File: src/rtl/text_console_writer_pkg.sv
// Shared character codes, geometry defaults and FSM encodings for the text console path.
// The renderer will import the same state encodings.
package text_console_writer_pkg;

    localparam logic [7:0] CHAR_BS    = 8'h08;
    localparam logic [7:0] CHAR_LF    = 8'h0A;
    localparam logic [7:0] CHAR_FF    = 8'h0C;
    localparam logic [7:0] CHAR_CR    = 8'h0D;
    localparam logic [7:0] CHAR_BLANK = 8'h20;

    localparam int DEF_COLS_LOG2 = 5;
    localparam int DEF_ROWS      = 30;

    typedef enum logic [2:0] {
        ST_IDLE    = 3'd0,
        ST_PUT     = 3'd1,
        ST_SCR_RD  = 3'd2,
        ST_SCR_WR  = 3'd3,
        ST_SCR_CLR = 3'd4,
        ST_CLR_ALL = 3'd5
    } tcw_state_e;

    typedef enum logic [2:0] {
        K_PRINT,
        K_CR,
        K_LF,
        K_BS,
        K_FF
    } byte_kind_e;

    function automatic byte_kind_e classify(input logic [7:0] c);
        case (c)
            CHAR_CR: return K_CR;
            CHAR_LF: return K_LF;
            CHAR_BS: return K_BS;
            CHAR_FF: return K_FF;
            default: return K_PRINT;
        endcase
    endfunction

endpackage

File: src/rtl/text_console_writer.sv
// Byte-stream console writer: decodes control codes, tracks the cursor and drives the
// single text RAM port for character writes, one-line scroll and full-screen clear.
module text_console_writer
    import text_console_writer_pkg::*;
#(
    parameter int             A         = 10,
    parameter int             D         = 8,
    parameter int             COLS_LOG2 = DEF_COLS_LOG2,
    parameter int             ROWS      = DEF_ROWS,
    parameter logic [D-1:0]   BLANK     = D'(CHAR_BLANK)
) (
    input  logic                   clk,
    input  logic                   resetn,
    input  logic                   in_valid,
    input  logic [D-1:0]           in_data,
    output logic                   in_ready,
    output logic                   ram_we,
    output logic [A-1:0]           ram_addr,
    output logic [D-1:0]           ram_din,
    input  logic [D-1:0]           ram_dout,
    output logic [COLS_LOG2-1:0]   cursor_col,
    output logic [A-COLS_LOG2-1:0] cursor_row,
    output logic                   busy
);

    localparam int ROW_W = A - COLS_LOG2;
    localparam int COLS  = 1 << COLS_LOG2;

    localparam logic [A-1:0]         SCR_FIRST     = A'(COLS);
    localparam logic [A-1:0]         LAST_ADDR     = A'(ROWS * COLS - 1);
    localparam logic [A-1:0]         LAST_ROW_BASE = A'((ROWS - 1) * COLS);
    localparam logic [ROW_W-1:0]     LAST_ROW      = ROW_W'(ROWS - 1);
    localparam logic [COLS_LOG2-1:0] LAST_COL      = COLS_LOG2'(COLS - 1);

    tcw_state_e           state_q, state_d;
    logic [A-1:0]         ptr_q, ptr_d;
    logic [COLS_LOG2-1:0] col_q, col_d;
    logic [ROW_W-1:0]     row_q, row_d;
    logic                 we_q, we_d;
    logic [A-1:0]         addr_q, addr_d;
    logic [D-1:0]         din_q, din_d;

    // Valid/ready: a byte transfers on a posedge where in_valid && in_ready; in_ready is
    // high only in IDLE, and in_valid is ignored in every other state.
    assign in_ready   = (state_q == ST_IDLE);
    assign busy       = ~in_ready;
    assign ram_we     = we_q;
    assign ram_addr   = addr_q;
    assign cursor_col = col_q;
    assign cursor_row = row_q;

    // The RAM read data arrives during SCR_WR itself, so it is forwarded straight to the
    // write port to keep a line move at two cycles per character.
    assign ram_din = (state_q == ST_SCR_WR) ? ram_dout : din_q;

    always_comb begin
        state_d = state_q;
        ptr_d   = ptr_q;
        col_d   = col_q;
        row_d   = row_q;
        we_d    = 1'b0;
        addr_d  = addr_q;
        din_d   = din_q;

        case (state_q)
            ST_IDLE: begin
                if (in_valid) begin
                    case (classify(8'(in_data)))
                        K_CR: col_d = '0;
                        K_LF: begin
                            col_d = '0;
                            if (row_q != LAST_ROW) begin
                                row_d = row_q + 1'b1;
                            end else begin
                                state_d = ST_SCR_RD;
                                ptr_d   = SCR_FIRST;
                                addr_d  = SCR_FIRST;
                            end
                        end
                        K_BS: begin
                            if (col_q != '0) col_d = col_q - 1'b1;
                        end
                        K_FF: begin
                            state_d = ST_CLR_ALL;
                            ptr_d   = '0;
                            we_d    = 1'b1;
                            addr_d  = '0;
                            din_d   = BLANK;
                        end
                        default: begin
                            state_d = ST_PUT;
                            we_d    = 1'b1;
                            addr_d  = {row_q, col_q};
                            din_d   = in_data;
                        end
                    endcase
                end
            end

            ST_PUT: begin
                state_d = ST_IDLE;
                if (col_q != LAST_COL) begin
                    col_d = col_q + 1'b1;
                end else begin
                    col_d = '0;
                    if (row_q != LAST_ROW) begin
                        row_d = row_q + 1'b1;
                    end else begin
                        state_d = ST_SCR_RD;
                        ptr_d   = SCR_FIRST;
                        addr_d  = SCR_FIRST;
                    end
                end
            end

            ST_SCR_RD: begin
                state_d = ST_SCR_WR;
                we_d    = 1'b1;
                addr_d  = ptr_q - SCR_FIRST;
            end

            ST_SCR_WR: begin
                if (ptr_q == LAST_ADDR) begin
                    state_d = ST_SCR_CLR;
                    ptr_d   = LAST_ROW_BASE;
                    we_d    = 1'b1;
                    addr_d  = LAST_ROW_BASE;
                    din_d   = BLANK;
                end else begin
                    state_d = ST_SCR_RD;
                    ptr_d   = ptr_q + 1'b1;
                    addr_d  = ptr_q + 1'b1;
                end
            end

            ST_SCR_CLR: begin
                if (ptr_q == LAST_ADDR) begin
                    state_d = ST_IDLE;
                end else begin
                    ptr_d  = ptr_q + 1'b1;
                    we_d   = 1'b1;
                    addr_d = ptr_q + 1'b1;
                    din_d  = BLANK;
                end
            end

            ST_CLR_ALL: begin
                if (ptr_q == LAST_ADDR) begin
                    state_d = ST_IDLE;
                    col_d   = '0;
                    row_d   = '0;
                end else begin
                    ptr_d  = ptr_q + 1'b1;
                    we_d   = 1'b1;
                    addr_d = ptr_q + 1'b1;
                    din_d  = BLANK;
                end
            end

            default: state_d = ST_IDLE;
        endcase
    end

    always_ff @(posedge clk) begin
        if (!resetn) begin
            state_q <= ST_IDLE;
            ptr_q   <= '0;
            col_q   <= '0;
            row_q   <= '0;
            we_q    <= 1'b0;
            addr_q  <= '0;
            din_q   <= '0;
        end else begin
            state_q <= state_d;
            ptr_q   <= ptr_d;
            col_q   <= col_d;
            row_q   <= row_d;
            we_q    <= we_d;
            addr_q  <= addr_d;
            din_q   <= din_d;
        end
    end

endmodule

File: config.mk
export PLATFORM = sky130hd
export DESIGN_NAME = text_console_writer
export DESIGN_NICKNAME = d
export VERILOG_FILES = /design/src/rtl/text_console_writer_pkg.sv /design/src/rtl/text_console_writer.sv
export SDC_FILE = /design/constraint.sdc
export NUM_CORES = 1
export LEC_CHECK = 0
export CORE_MARGIN = 3
export CORE_UTILIZATION = 56
export CTS_CLUSTER_SIZE = 14
export DETAILED_ROUTE_END_ITERATION = 7
export PLACE_DENSITY = 0.83
export SLEW_MARGIN = 30
export SYNTH_ARGS = -nofsm -noshare
export SYNTH_HDL_FRONTEND = slang
export SYNTH_SLANG_ARGS = --single-unit
File: constraint.sdc
create_clock -name clk -period 4.75 [get_ports clk]
set_clock_uncertainty 0.1 [all_clocks]
set_input_delay 0.7125 -clock clk [delete_from_list [all_inputs] [get_ports clk]]
set_output_delay 0.7125 -clock clk [all_outputs]
set_load 0.01 [all_outputs]
==> results of run 1 <==
per-stage QoR:
stage / instance area, um^2 / hold slack, ps
after CTS: 3790 / 396
after floorplan: 3240 / 354
after detailed placement: 3700 / 382
after global placement: 3700 / 373
final: 3790 / 394
after global routing: 3790 / 425
worst paths after layout:
| check | from | end | slack (ps) | depth (start not counted) |
|---|---|---|---|---|
| max | state_q[2] | ram_din[6] | 1700 | 3 |
| min | ram_addr[5] | ram_addr[5] | 390 | 2 |
| max reg2reg | cursor_col[0] | ram_addr[6] | 1820 | 8 |
| min reg2reg | ram_addr[5] | ram_addr[5] | 390 | 2 |
placed cells by master (no fill, tap or decap), types with 6 or more instances in the layout:
cell type | Yosys | final
clkdlybuf4s50_1 | 0 | 49
dfxtp_1 | 42 | 42
a21oi_1 | 25 | 25
nand2_1 | 25 | 25
nand3_1 | 19 | 19
nor2_1 | 18 | 18
nor3_1 | 18 | 18
o21ai_0 | 18 | 18
inv_1 | 9 | 9
o2111ai_1 | 9 | 9
ha_1 | 9 | 9
mux2_2 | 8 | 8
a31oi_1 | 8 | 8
and3_1 | 7 | 7
nor3b_1 | 7 | 7
o211ai_1 | 7 | 7
or3_1 | 6 | 6
and2_1 | 6 | 6
a211oi_1 | 6 | 6
mux2i_1 | 6 | 6
clkbuf_8 | 0 | 6
sequential cells by signal, summed over array words and instances, names as in the netlist:
| name | count |
|---|---|
| state_q | 3 |
| cursor_row | 5 |
| ram_we | 1 |
| ptr_q | 10 |
| ram_addr | 10 |
| din_q | 8 |
| cursor_col | 5 |
cells by family after synthesis:
family / count (synthesis) / share of synthesized area [%]
AND/OR/NAND/NOR: 154 / 28.6
AO/OA/AOI/OAI: 127 / 30.2
flip-flops: 42 / 25.9
buffers and inverters: 39 / 5.29
multiplexers: 14 / 4.63
adder cells (fa/ha/maj): 9 / 3.47
XOR/XNOR: 7 / 1.89
metal layers:
layer	wire [um]	share of wire [%]
met5	0	0
met4	207	2.2
met3	719	7.7
met2	4310	46
met1	4140	44
power groups by stage:
stage	registers (mW)	logic, mW	clock network (mW)
3_3_place_gp	0.423	0.338	0
2_1_floorplan	0.415	0.226	0
5_1_grt	0.421	0.382	0.263
6_report	0.417	0.351	0.251
3_5_place_dp	0.424	0.343	0
4_1_cts	0.416	0.345	0.252
layout make-up:
class / instances / area [um^2] / share of cell area (%)
multi-input cells: 311 / 2230 / 58.8
clock inverters: 2 / 12.5 / 0.330
inverters: 10 / 37.5 / 0.990
well taps: 72 / 90.1 / 2.38
flip-flops and latches: 42 / 841 / 22.2
repair buffers: 50 / 498 / 13.1
clock buffers: 6 / 82.6 / 2.18
critical path, stage by stage (launching register included):
cell and delay (ps):
dfxtp_1 750, nand3b_4 350, mux2_2 350, clkdlybuf4s50_1 480
==> results.ini, run 1 <==
[logic_synthesis]
synth_seq_cells = 42
synth_top_area_share_pct = 25.9
syn_area_per_cell_um2 = 8.27
netlist_area_um2 = 3240
syn_inst = 392
synth_top_area_cell = dfxtp_1
synthArstFlopShare_pct = 0
synth.most_common_cell = dfxtp_1
postSynthNetCount = 420
yosysWarnings = 0
yosysSeqAreaShare_pct = 25.9
synth_edf_count = 0
synth_cell_types = 80
yosys-top-cells-count = 42 x dfxtp_1, 25 x a21oi_1, 25 x nand2_1
synthTopCellsByArea = dfxtp_1 26%, a21oi_1 3.9%, ha_1 3.5%, nand3_1 2.9%, nand2_1 2.9%
synth_ff_type = dfxtp_1

[layout]
final_layout_size_suffix_gt1_share_pct = 9.26
nets = 448
n_antenna_cell = 0
fin_util_pct = 68.5
area_growth_pct = 16.9
fin_cells = 493
fillers = 469

[power]
power_density_nw_per_um2 = 269
swShare_pct = 35.4
p_seq_share_pct = 40.9
power_leakage_nw = 1.30
total_power_mw = 1.02
power_frac_comb_pct = 34.4
p_int_mw = 0.658
peakVddDrop_mv = 0.138
p_switching_mw = 0.360
p_clk_share_pct = 24.7

[global_routing]
grtUsageTotal_pct = 29.3
grt_first_pass_wirelength_um = 15500
top_usage_layer = met2
use_met1_pct = 40.8
grt_max_degree = 23
grt_antenna_before_repair = 0
grt_use_met2_pct = 46.6
overflow = 0
grt_pass1_vias = 3083
met3_usage_pct = 4.45

[worst_setup_path]
crit_type = flop to output port
cp-end-kind = output port
worstPathArrival_ps = 2240
start_kind = flop
crit_required_ps = 3940
path_max_fanout = 20

[timing]
slew-limit-headroom_pct = 43.2
fmax_mhz = 328
fin_setup_tns_ps = 0
setup_viol = 0
worstMarginPinSlew_ps = 845
rsz0062_at_grt = no
finalCriticalPeriod_ps = 3050
drv_slew = 0
setup_ws_ps = 1700
period_share_pct = 64.2
final_hold_viol_count = 0

[placed_design]
numPortBuffers = 49
place_ws_ps = 1480
placed_cells = 485
gp_congestion = 0.930
hpwlAfterDp_um = 6910

[cts]
cts.sinks = 42
ctsHoldBuffers = 0
clkLatencyLatePin_ps = 310
cts_buffers = 5
cts_tree = built
clk_path_buf_depth = 2
h-tree-depth = 2
cts_setup_buffers = 0
clkTransAtPathRegs_ps = 90
cts-resized-gates = 0
clockRootBuffer = clkbuf_8

[routing]
route.detailed.drc = 0
vias_per_cell = 6.87
wl_per_cell_um = 19.0
routed_wl_um = 9380
first_iter_violations = 415
drt_pass1_iterations = 5
num_vias = 3386
drtAntennaViolNets = 0

[floorplan]
core_um2 = 5540
chipHeight_um = 82.1
die_w_um = 82.1
start_util_pct = 58.5
fp.dieArea_um2 = 6740
fp-row-count = 27
io_pins = 50

[flow_run]
drv_cap = 0

[min_path]
hold_class = flop to flop

[outcome]
status = finished clean

No activity file was read; power rests on OpenSTA's default activity.
==> inputs of run 2 (changes only) <==
Settings changed: CORE_UTILIZATION 56 to 49, PLACE_DENSITY 0.83 to 0.77.
Clock period 4.75 ns to 2.7 ns, I/O delays scaled along.
==> run 2 against run 1 <==
  * Sequential share of layout area fell by 1.6 points
  * Critical endpoint is now in_ready
  * Critical path depth unchanged
  * Combinational power grew 93%
  * Flip-flop and latch count did not move
  * Utilization decreased by 4.6 points
  * Die area rose by 13%
  * Setup slack got worse by 1600 ps
  * Wire length up 3.7%
  * Sequential power up 73%
  * First-iteration DRC count fell by 27%
  * Clock-buffer cell count up 1
  * Non-clock buffer count increased by 36
==> results.ini, run 2 (synthesis gave the netlist of run 1 again) <==
[outcome]
status = finished clean

[layout]
n_antenna_cell = 0
area_growth_pct = 25.7
most-common-layout-cells = 49 x clkdlybuf4s50_1, 42 x dfxtp_1, 37 x buf_4
fillers = 542
final_layout_size_suffix_gt1_share_pct = 16.4
nets = 484
fin_util_pct = 63.9
final_common_cell = clkdlybuf4s50_1

[floorplan]
core_um2 = 6390
io_pins = 50
die_w_um = 87.4
chipHeight_um = 87.4
fp.dieArea_um2 = 7630
start_util_pct = 50.8
fp-row-count = 29

[timing]
period_share_pct = 96.6
setup_viol = 0
rsz0062_at_grt = no
worstMarginPinSlew_ps = 761
fin_setup_tns_ps = 0
slew-limit-headroom_pct = 49.1
final_hold_viol_count = 0
fmax_mhz = 383
drv_slew = 0
finalCriticalPeriod_ps = 2610

[cts]
cts_tree = built
clk_path_buf_depth = 2
h-tree-depth = 2
cts.sinks = 42
clkLatencyLatePin_ps = 300
cts_setup_buffers = 0
ctsHoldBuffers = 0
clockRootBuffer = clkbuf_8
clkTransAtPathRegs_ps = 90
cts_buffers = 5

[worst_setup_path]
slowest_stage = clkdlybuf4s50_1
crit_buf_inv = 2
critPathTopFamily = buffers and inverters
start_kind = flop
cp_cell_sequence = or3_1 > inv_2 > clkdlybuf4s50_1
path_max_fanout = 14
r2r_slack_ps = 170
cp-end-kind = output port
crit_start = state_q[0]
worstPathArrival_ps = 2100
crit_required_ps = 2190
r2r_start = cursor_col[0]
max_stage_delay_ps = 580
crit_type = flop to output port

[routing]
first_iter_violations = 305
route.detailed.drc = 0
routed_wl_um = 9720
wl_per_cell_um = 18.2
num_vias = 3446
drtAntennaViolNets = 0
vias_per_cell = 6.45
drt_pass1_iterations = 5

[min_path]
hold_class = flop to flop
min_from = din_q[2]

[global_routing]
grt_first_pass_wirelength_um = 15900
grt_antenna_before_repair = 0
overflow = 0
grtUsageTotal_pct = 26.0
grt_max_degree = 29
grt_pass1_vias = 3169

[flow_run]
drv_cap = 0

[power]
power_leakage_nw = 1.48
power_density_nw_per_um2 = 451
p_clk_share_pct = 24.0
peakVddDrop_mv = 0.244
p_seq_share_pct = 39.2
power_frac_comb_pct = 36.9
swShare_pct = 34.8
p_int_mw = 1.20
p_switching_mw = 0.640

[placed_design]
numPortBuffers = 49
hpwlAfterDp_um = 7330
gp_congestion = 0.935

-- run 2: cell types whose count changed in the layout (fill, tap and decap cells not counted), sizes merged --
cell,before,now
clkbuf,6,7
buf,1,37
clkinvlp,1,0
-- run 2: repair_timing --
item                       4_1_cts  5_1_grt
setup endpoints to repair        0       10
hold endpoints to repair         0        0
gates resized for setup          0        2
-- run 2: through the flow --
stage / cells / cell area (um^2) / total power, mW / setup slack [ps] / hold slack, ps
5_1_grt: 534 / 4080 / 1.93 / 1.71 / 428
6_report: 534 / 4080 / 1.84 / 91.4 / 396
3_3_place_gp: 526 / 3970 / 1.39 / 58.9 / 372
4_1_cts: 534 / 4070 / 1.83 / 89.0 / 397
2_1_floorplan: 392 / 3240 / 1.13 / 178 / 354
3_5_place_dp: 526 / 3970 / 1.40 / -9.91 / 384
-- run 2: per-layer routing --
metal | wire (um) | vias to the layer above | GRT usage (%)
met3 | 772 | 14 | 4.35
met2 | 4470 | 158 | 42.0
li1 | - | 1656 | -
met5 | 0 | - | 0
met4 | 163 | 0 | 6.69
met1 | 4310 | 1618 | 35.7
-- run 2: power by group through the flow --
| stage | Combinational (mW) | Sequential [mW] | Clock, mW |
|---|---|---|---|
| 4_1_cts | 0.667 | 0.718 | 0.442 |
| 5_1_grt | 0.740 | 0.727 | 0.467 |
| 6_report | 0.679 | 0.721 | 0.441 |
| 3_5_place_dp | 0.664 | 0.733 | 0 |
| 2_1_floorplan | 0.397 | 0.730 | 0 |
| 3_3_place_gp | 0.655 | 0.731 | 0 |
-- run 2: worst register-to-register path: cells and delay by family, from the launching register on --
kind / cells / cell delay (ps)
adder cells (fa/ha/maj): 2 / 420
AND/OR/NAND/NOR: 2 / 890
AO/OA/AOI/OAI: 4 / 710
flip-flops: 1 / 320
-- run 2: path summary, 6_finish.rpt --
kind / endpoint / cells after the start
max reg2reg: ptr_q[6] / 8
max: in_ready / 3
min reg2reg: din_q[2] / 2
min: din_q[2] / 2
-- run 2: layout make-up --
cell class                 instances  area (um^2)  area share [%]
sequential                        42          841            20.6
clock inverter                     1         5.00           0.123
clock buffer                       7         86.3            2.12
timing repair buffer              86          768            18.8
multi-input combinational        311         2240            55.0
tap                               77         96.3            2.36
inverter                          10         37.5           0.921
